--- src/rtl/audioport_pkg.sv ---
// Shared types and constants for the audio output path.
package audioport_pkg;

    localparam int PLAY_HOLD_CYCLES = 384;
    localparam int SMP_W = 24;

    typedef enum logic [2:0] {
        ST_STANDBY,
        ST_CFG,
        ST_START_HOLD,
        ST_PLAY,
        ST_STOP_HOLD
    } seq_state_t;

endpackage

--- src/rtl/i2s_play_sequencer_if.sv ---
// Command, sample handshake and I2S drive bundle of the play sequencer.
interface i2s_play_sequencer_if;
    import audioport_pkg::*;

    logic             start_in;
    logic             stop_in;
    logic             cfg_cmd_in;
    logic [31:0]      cfg_data_in;
    logic             smp_valid_in;
    logic             smp_ready_out;
    logic [SMP_W-1:0] smp0_in;
    logic [SMP_W-1:0] smp1_in;
    logic             req_in;
    logic             play_out;
    logic             cfg_out;
    logic [31:0]      cfg_reg_out;
    logic             tick_out;
    logic [SMP_W-1:0] audio0_out;
    logic [SMP_W-1:0] audio1_out;
    logic             underrun_out;
    logic             busy_out;

    modport master (
        input  start_in, stop_in, cfg_cmd_in, cfg_data_in,
        input  smp_valid_in, smp0_in, smp1_in, req_in,
        output smp_ready_out, play_out, cfg_out, cfg_reg_out,
        output tick_out, audio0_out, audio1_out,
        output underrun_out, busy_out
    );

    modport slave (
        output start_in, stop_in, cfg_cmd_in, cfg_data_in,
        output smp_valid_in, smp0_in, smp1_in, req_in,
        input  smp_ready_out, play_out, cfg_out, cfg_reg_out,
        input  tick_out, audio0_out, audio1_out,
        input  underrun_out, busy_out
    );

endinterface

--- src/rtl/i2s_sample_buf.sv ---
// Two-entry stereo sample FIFO with synchronous flush.
module i2s_sample_buf
    import audioport_pkg::*;
(
    input  logic               clk,
    input  logic               rst,
    input  logic               push_in,
    input  logic               pop_in,
    input  logic               flush_in,
    input  logic [2*SMP_W-1:0] data_in,
    output logic [2*SMP_W-1:0] data_out,
    output logic               full_out,
    output logic               empty_out
);

    logic [2*SMP_W-1:0] mem_q [2];
    logic [2*SMP_W-1:0] mem_d [2];
    logic rd_ptr_q, rd_ptr_d;
    logic wr_ptr_q, wr_ptr_d;
    logic [1:0] cnt_q, cnt_d;
    logic do_push, do_pop;

    assign empty_out = (cnt_q == 2'd0);
    assign full_out  = (cnt_q == 2'd2);
    assign data_out  = mem_q[rd_ptr_q];

    always_comb begin
        mem_d    = mem_q;
        rd_ptr_d = rd_ptr_q;
        wr_ptr_d = wr_ptr_q;
        cnt_d    = cnt_q;
        do_pop   = pop_in && !empty_out;
        // A pop frees the slot, so a full buffer may push in the same cycle
        do_push  = push_in && (!full_out || do_pop);
        if (flush_in) begin
            rd_ptr_d = 1'b0;
            wr_ptr_d = 1'b0;
            cnt_d    = 2'd0;
        end else begin
            if (do_push) begin
                mem_d[wr_ptr_q] = data_in;
                wr_ptr_d = !wr_ptr_q;
            end
            if (do_pop) begin
                rd_ptr_d = !rd_ptr_q;
            end
            cnt_d = cnt_q + {1'b0, do_push} - {1'b0, do_pop};
        end
    end

    always_ff @(posedge clk or posedge rst) begin
        if (rst) begin
            mem_q    <= '{default: '0};
            rd_ptr_q <= 1'b0;
            wr_ptr_q <= 1'b0;
            cnt_q    <= 2'd0;
        end else begin
            mem_q    <= mem_d;
            rd_ptr_q <= rd_ptr_d;
            wr_ptr_q <= wr_ptr_d;
            cnt_q    <= cnt_d;
        end
    end

endmodule

--- src/rtl/i2s_play_sequencer.sv ---
// Sequences play/cfg control of the I2S unit and feeds it buffered samples.
module i2s_play_sequencer
    import audioport_pkg::*;
#(
    parameter int PLAY_HOLD = PLAY_HOLD_CYCLES
) (
    input  logic                 clk,
    input  logic                 rst,
    i2s_play_sequencer_if.master bus
);

    localparam int CW = $clog2(PLAY_HOLD);
    localparam logic [CW-1:0] HOLD_LOAD = CW'(PLAY_HOLD - 1);

    seq_state_t state_q, state_d;
    logic [CW-1:0] cnt_q, cnt_d;
    logic play_q, play_d;
    logic cfg_q, cfg_d;
    logic [31:0] cfg_reg_q, cfg_reg_d;
    logic [31:0] cfg_pdata_q, cfg_pdata_d;
    logic tick_q, tick_d;
    logic [SMP_W-1:0] audio0_q, audio0_d;
    logic [SMP_W-1:0] audio1_q, audio1_d;
    logic underrun_q, underrun_d;
    logic stop_pend_q, stop_pend_d;
    logic start_pend_q, start_pend_d;
    logic cfg_pend_q, cfg_pend_d;

    logic buf_push, buf_pop, buf_flush;
    logic buf_full, buf_empty;
    logic [2*SMP_W-1:0] buf_rdata;

    assign bus.smp_ready_out = play_q && !buf_full;
    assign buf_push = bus.smp_valid_in && bus.smp_ready_out;

    i2s_sample_buf u_buf (
        .clk       (clk),
        .rst       (rst),
        .push_in   (buf_push),
        .pop_in    (buf_pop),
        .flush_in  (buf_flush),
        .data_in   ({bus.smp0_in, bus.smp1_in}),
        .data_out  (buf_rdata),
        .full_out  (buf_full),
        .empty_out (buf_empty)
    );

    always_comb begin
        state_d      = state_q;
        cnt_d        = cnt_q;
        play_d       = play_q;
        cfg_d        = 1'b0;
        cfg_reg_d    = cfg_reg_q;
        cfg_pdata_d  = cfg_pdata_q;
        tick_d       = 1'b0;
        audio0_d     = audio0_q;
        audio1_d     = audio1_q;
        underrun_d   = underrun_q;
        stop_pend_d  = stop_pend_q;
        start_pend_d = start_pend_q;
        cfg_pend_d   = cfg_pend_q;
        buf_pop      = 1'b0;
        buf_flush    = 1'b0;
        unique case (state_q)
            ST_STANDBY: begin
                if (bus.cfg_cmd_in || cfg_pend_q) begin
                    state_d    = ST_CFG;
                    cfg_d      = 1'b1;
                    cfg_pend_d = 1'b0;
                    cfg_reg_d  = bus.cfg_cmd_in ? bus.cfg_data_in
                                                : cfg_pdata_q;
                    if (bus.start_in) start_pend_d = 1'b1;
                end else if (bus.start_in || start_pend_q) begin
                    state_d      = ST_START_HOLD;
                    play_d       = 1'b1;
                    cnt_d        = HOLD_LOAD;
                    start_pend_d = 1'b0;
                    stop_pend_d  = 1'b0;
                    underrun_d   = 1'b0;
                end
            end
            ST_CFG: begin
                state_d = ST_STANDBY;
                if (bus.start_in) start_pend_d = 1'b1;
            end
            ST_START_HOLD: begin
                if (bus.stop_in) stop_pend_d = 1'b1;
                if (cnt_q != '0) begin
                    cnt_d = cnt_q - CW'(1);
                end else if (stop_pend_q || bus.stop_in) begin
                    // Hold already satisfied: drop play without a PLAY cycle
                    state_d     = ST_STOP_HOLD;
                    play_d      = 1'b0;
                    cnt_d       = HOLD_LOAD;
                    stop_pend_d = 1'b0;
                    buf_flush   = 1'b1;
                end else begin
                    state_d = ST_PLAY;
                end
            end
            ST_PLAY: begin
                if (stop_pend_q || bus.stop_in) begin
                    state_d     = ST_STOP_HOLD;
                    play_d      = 1'b0;
                    cnt_d       = HOLD_LOAD;
                    stop_pend_d = 1'b0;
                    buf_flush   = 1'b1;
                end else if (bus.req_in) begin
                    tick_d = 1'b1;
                    if (buf_empty) begin
                        audio0_d   = '0;
                        audio1_d   = '0;
                        underrun_d = 1'b1;
                    end else begin
                        audio0_d = buf_rdata[2*SMP_W-1:SMP_W];
                        audio1_d = buf_rdata[SMP_W-1:0];
                        buf_pop  = 1'b1;
                    end
                end
            end
            ST_STOP_HOLD: begin
                if (bus.start_in) start_pend_d = 1'b1;
                if (bus.cfg_cmd_in) begin
                    cfg_pend_d  = 1'b1;
                    cfg_pdata_d = bus.cfg_data_in;
                end
                if (cnt_q != '0) cnt_d = cnt_q - CW'(1);
                else state_d = ST_STANDBY;
            end
            default: state_d = ST_STANDBY;
        endcase
        if (!play_d) begin
            audio0_d = '0;
            audio1_d = '0;
        end
    end

    always_ff @(posedge clk or posedge rst) begin
        if (rst) begin
            state_q      <= ST_STANDBY;
            cnt_q        <= '0;
            play_q       <= 1'b0;
            cfg_q        <= 1'b0;
            cfg_reg_q    <= '0;
            cfg_pdata_q  <= '0;
            tick_q       <= 1'b0;
            audio0_q     <= '0;
            audio1_q     <= '0;
            underrun_q   <= 1'b0;
            stop_pend_q  <= 1'b0;
            start_pend_q <= 1'b0;
            cfg_pend_q   <= 1'b0;
        end else begin
            state_q      <= state_d;
            cnt_q        <= cnt_d;
            play_q       <= play_d;
            cfg_q        <= cfg_d;
            cfg_reg_q    <= cfg_reg_d;
            cfg_pdata_q  <= cfg_pdata_d;
            tick_q       <= tick_d;
            audio0_q     <= audio0_d;
            audio1_q     <= audio1_d;
            underrun_q   <= underrun_d;
            stop_pend_q  <= stop_pend_d;
            start_pend_q <= start_pend_d;
            cfg_pend_q   <= cfg_pend_d;
        end
    end

    assign bus.play_out     = play_q;
    assign bus.cfg_out      = cfg_q;
    assign bus.cfg_reg_out  = cfg_reg_q;
    assign bus.tick_out     = tick_q;
    assign bus.audio0_out   = audio0_q;
    assign bus.audio1_out   = audio1_q;
    assign bus.underrun_out = underrun_q;
    assign bus.busy_out     = (state_q != ST_STANDBY);

endmodule

--- src/flat_wrapper.sv ---
// flat-port wrapper written by rule: the top's interface ports become plain ports
module i2s_play_sequencer_flat import audioport_pkg::*;
#(
    parameter int PLAY_HOLD = PLAY_HOLD_CYCLES
)
  (clk, rst, bus_start_in, bus_stop_in, bus_cfg_cmd_in, bus_cfg_data_in, bus_smp_valid_in, bus_smp0_in, bus_smp1_in, bus_req_in, bus_smp_ready_out, bus_play_out, bus_cfg_out, bus_cfg_reg_out, bus_tick_out, bus_audio0_out, bus_audio1_out, bus_underrun_out, bus_busy_out);
  i2s_play_sequencer_if bus_i ();
  input  logic clk;
  input  logic rst;
  input wire logic [$bits(bus_i.start_in)-1:0] bus_start_in;
  input wire logic [$bits(bus_i.stop_in)-1:0] bus_stop_in;
  input wire logic [$bits(bus_i.cfg_cmd_in)-1:0] bus_cfg_cmd_in;
  input wire logic [$bits(bus_i.cfg_data_in)-1:0] bus_cfg_data_in;
  input wire logic [$bits(bus_i.smp_valid_in)-1:0] bus_smp_valid_in;
  input wire logic [$bits(bus_i.smp0_in)-1:0] bus_smp0_in;
  input wire logic [$bits(bus_i.smp1_in)-1:0] bus_smp1_in;
  input wire logic [$bits(bus_i.req_in)-1:0] bus_req_in;
  output wire logic [$bits(bus_i.smp_ready_out)-1:0] bus_smp_ready_out;
  output wire logic [$bits(bus_i.play_out)-1:0] bus_play_out;
  output wire logic [$bits(bus_i.cfg_out)-1:0] bus_cfg_out;
  output wire logic [$bits(bus_i.cfg_reg_out)-1:0] bus_cfg_reg_out;
  output wire logic [$bits(bus_i.tick_out)-1:0] bus_tick_out;
  output wire logic [$bits(bus_i.audio0_out)-1:0] bus_audio0_out;
  output wire logic [$bits(bus_i.audio1_out)-1:0] bus_audio1_out;
  output wire logic [$bits(bus_i.underrun_out)-1:0] bus_underrun_out;
  output wire logic [$bits(bus_i.busy_out)-1:0] bus_busy_out;
  assign bus_i.start_in = bus_start_in;
  assign bus_i.stop_in = bus_stop_in;
  assign bus_i.cfg_cmd_in = bus_cfg_cmd_in;
  assign bus_i.cfg_data_in = bus_cfg_data_in;
  assign bus_i.smp_valid_in = bus_smp_valid_in;
  assign bus_i.smp0_in = bus_smp0_in;
  assign bus_i.smp1_in = bus_smp1_in;
  assign bus_i.req_in = bus_req_in;
  assign bus_smp_ready_out = bus_i.smp_ready_out;
  assign bus_play_out = bus_i.play_out;
  assign bus_cfg_out = bus_i.cfg_out;
  assign bus_cfg_reg_out = bus_i.cfg_reg_out;
  assign bus_tick_out = bus_i.tick_out;
  assign bus_audio0_out = bus_i.audio0_out;
  assign bus_audio1_out = bus_i.audio1_out;
  assign bus_underrun_out = bus_i.underrun_out;
  assign bus_busy_out = bus_i.busy_out;
  i2s_play_sequencer #(.PLAY_HOLD(PLAY_HOLD)) u_core (.clk(clk), .rst(rst), .bus(bus_i));
endmodule
--- config.mk ---
export PLATFORM = sky130hd
export DESIGN_NAME = i2s_play_sequencer_flat
export DESIGN_NICKNAME = d
export VERILOG_FILES = /design/src/rtl/audioport_pkg.sv /design/src/rtl/i2s_play_sequencer_if.sv /design/src/rtl/i2s_sample_buf.sv /design/src/rtl/i2s_play_sequencer.sv /design/src/flat_wrapper.sv
export SDC_FILE = /design/constraint.sdc
export NUM_CORES = 1
export LEC_CHECK = 0
export CORE_MARGIN = 2
export CORE_UTILIZATION = 30
export CTS_CLUSTER_DIAMETER = 150
export DETAILED_ROUTE_END_ITERATION = 8
export SYNTH_ARGS = -nofsm -noshare
export SYNTH_HDL_FRONTEND = slang
export SYNTH_SLANG_ARGS = --single-unit
--- constraint.sdc ---
create_clock -name clk -period 11.8 [get_ports clk]
set_input_delay 1.18 -clock clk [delete_from_list [all_inputs] [get_ports clk]]
set_output_delay 1.18 -clock clk [all_outputs]
set_load 0.1 [all_outputs]
==> run_results.csv <==
group,metric,value,unit
status,outcome,"completed",
cts,cts.hold.buffers_added,0,
synthesis,synth_edf_count,0,
sta,setup_viol,0,
worst_setup_path,cp-end-kind,"output port",
floorplanning,die_w,188,µm
grt,grt_pass1_wl,38.3,mm
worst_setup_path,max_stage_delay,1.19,ns
cts,cts_tree,"done",
sta,fin_tns_setup,0,ns
cells_and_area,final_cell_mix,"dfrtp_1, clkdlybuf4s50_1, mux2_2, nor2_1, a22oi_1",
placement,dp_hpwl,15.1,mm
cells_and_area,drive_gt1_share,26.2,%
cts,clk_latency,0.53,ns
cts,clk_pin_slew,0.06,ns
placement,place_congestion,0.818,
worst_setup_path,arrival,2.62,ns
sta,min_period,3.80,ns
drt,vias_per_cell,4.77,
grt,antenna_found_initial,0,
worst_setup_path,worst_setup_path_start_kind,"flop",
power_and_ir_drop,total_power,3920,µW
drt,drc,0,
sta,fmax,263,MHz
cts,clockRootBuffer,"clkbuf_16",
hold_path,hold_path_class,"flop to flop",
worst_setup_path,crit_buf_inv,2,
cells_and_area,num_antenna_cells,0,
synthesis,ys_seq_area_share,57.1,%
sta,rsz0062_at_grt,"false",
cells_and_area,area_growth,30.6,%
placement,io_buffer_count,172,
floorplanning,rows,67,
cells_and_area,final_common_cell,"dfrtp_1",
drt,ant_nets,0,
floorplanning,die_h,188,µm
synthesis,ys_ff_latch,231,
floorplanning,initial_core_util,30.3,%
cts,cts_setup_buffers,0,
flow_run,drv_cap,0,
power_and_ir_drop,powerDensity,297,mW/mm²
synthesis,yosysUniqueCellTypes,57,
synthesis,synthArstFlopShare,100,%
sta,max-slew-margin-rel,28.2,%
cts,clk_path_buf_depth,3,
synthesis,yosys_most_used_dff,"dfrtp_1",
grt,grt_pass1_vias,6887,
synthesis,syn_avg_cell_area,13.0,µm²
cts,h-tree-depth,1,
cts,ctsResizeCount,0,
sta,hold_viol_final,0,
floorplanning,coreArea,0.0334,mm²
drt,drt-total-wl,24.1,mm
grt,grt-ovfl-total,0,
floorplanning,dieArea,0.0352,mm²
worst_setup_path,path_class,"flop to output port",
power_and_ir_drop,p_leak,0.00559,µW
drt,drt_iter0_drc,271,
drt,via_count,6705,
worst_setup_path,cp_slowest_cell,"clkdlybuf4s50_1",
sta,post-route-period-util,32.2,%
drt,wl_per_cell,17.2,µm
worst_setup_path,required,10.62,ns
grt,grt_max_degree,98,
worst_setup_path,crit_path_max_fanout,11,
cells_and_area,nNetsFinal,1029,
sta,finClkSkew,0.0101,ns
sta,slew_viol_final,0,
floorplanning,num_io_pins,173,
synthesis,syn_nets,867,
synthesis,synthCells,776,
cts,cts_sinks,231,
drt,first_pass_iters,4,
worst_setup_path,worstPathCellList,"nor3_1 > inv_1 > clkdlybuf4s50_1",
synthesis,syn_area,0.0101,mm²
worst_setup_path,r2r_slack,8.58,ns
grt,track_usage,13.4,%
sta,tightest_slew,1.07,ns
worst_setup_path,cpLargestDelayFamily,"buffers and inverters",
power_and_ir_drop,peakVddDrop,0.119,mV
cts,numCtsBuffers,27,
synthesis,yosysWarnings,0,
routing by layer:
| layer | share of wire [%] | GRT usage, % | vias up |
|---|---|---|---|
| li1 | - | - | 3101 |
| met1 | 45 | 18.0 | 3422 |
| met2 | 48 | 22.5 | 148 |
| met3 | 4.5 | 2.36 | 34 |
| met4 | 2.1 | 3.51 | 0 |
| met5 | 0 | 0 | - |
power breakdown:
part           internal [µW]  switching, µW
Sequential              1110            193
Combinational            671           1070
Clock                    537            336
Total                   2320           1600
worst register-to-register path: stages, from the launching register on:
cell and delay [ns]:
dfrtp_1 0.40, inv_1 0.10, ha_1 0.23, nor4b_4 0.16, a21oi_2 0.28, nor3_4 0.14, nor3b_4 0.67, buf_4 0.67
mux2_2 0.46
sequential cells by signal (all words and copies together) (netlist names):
name                     flops
u_core.u_buf.mem_q          96
u_core.bus.cfg_reg_out      32
u_core.cfg_pdata_q          32
u_core.bus.audio0_out       24
u_core.bus.audio1_out       24
u_core.cnt_q                 9
u_core.state_q               3
u_core.u_buf.cnt_q           2
u_core.bus.cfg_out           1
u_core.bus.play_out          1
u_core.bus.tick_out          1
u_core.bus.underrun_out      1
u_core.cfg_pend_q            1
u_core.start_pend_q          1
u_core.stop_pend_q           1
u_core.u_buf.rd_ptr_q        1
u_core.u_buf.wr_ptr_q        1
per-stage QoR:
step           util [%]  instances  hold slack [ns]  cell area [µm²]  worst slack (ns)
2_1_floorplan         -        776            0.475            10100              4.29
4_1_cts            39.6       1405            0.504            13200              7.96
3_3_place_gp       36.8       1357            0.483            12300              7.68
5_1_grt            39.6       1405            0.513            13200              7.89
6_report           39.6       1405            0.500            13200              8.00
3_5_place_dp       36.8       1357            0.487            12300              7.63
worst paths after layout:
check | from | to | depth (start not counted)
max | u_core.state_q[0] | bus_busy_out | 3
min | u_core.u_buf.mem_q[24] | u_core.u_buf.mem_q[24] | 1
max reg2reg | u_core.cnt_q[0] | u_core.u_buf.mem_q[16] | 8
min reg2reg | u_core.u_buf.mem_q[24] | u_core.u_buf.mem_q[24] | 1
max in group asynchronous | rst | u_core.bus.audio0_out[23] | 3
min in group asynchronous | rst | u_core.bus.cfg_out | 2
logic make-up (layout without fill, tap and decap cells):
| kind of cell | after synthesis | after routing | share of synthesized area, % |
|---|---|---|---|
| simple gates | 142 | 142 | 6.55 |
| mux | 208 | 208 | 24.2 |
| buf+inv | 60 | 241 | 2.84 |
| flops | 231 | 231 | 57.1 |
| xor+xnor | 4 | 4 | 0.346 |
| fa+ha+maj | 4 | 4 | 0.494 |
| compound gates | 127 | 127 | 8.44 |
layout make-up:
| cell class | count | area (µm²) |
|---|---|---|
| fillers | 3237 | 20100 |
| clock inverters | 14 | 184 |
| flip-flops and latches | 231 | 5780 |
| multi-input cells | 485 | 4100 |
| clock buffers | 34 | 752 |
| inverters | 10 | 45.0 |
| repair buffers | 183 | 1800 |
| well taps | 448 | 561 |
Yosys cell counts, types with 2 or more instances:
cell type | n | area (µm²)
clkbuf_1 | 29 | 109
a221o_1 | 2 | 20.0
or2_2 | 2 | 12.5
mux2_4 | 40 | 601
xnor2_1 | 2 | 17.5
a31oi_1 | 3 | 18.8
buf_2 | 8 | 40.0
o21ai_0 | 9 | 45.0
nand2_1 | 7 | 26.3
inv_1 | 10 | 37.5
dfrtp_1 | 231 | 5780
a21oi_1 | 38 | 190
a22o_1 | 2 | 17.5
and2_1 | 3 | 18.8
mux2i_1 | 32 | 320
mux2_2 | 136 | 1530
a311oi_1 | 2 | 17.5
a211oi_1 | 2 | 15.0
a22oi_1 | 50 | 375
nand2b_1 | 3 | 18.8
buf_1 | 6 | 22.5
xor2_1 | 2 | 17.5
nor2_1 | 103 | 387
nor2b_1 | 2 | 12.5
nor3_1 | 5 | 25.0
buf_6 | 7 | 78.8
a21o_1 | 2 | 15.0
nand3_1 | 4 | 20.0
and3_1 | 2 | 12.5
or3b_2 | 2 | 17.5
ha_1 | 4 | 50.1
Power figures use the tool's default switching activity.
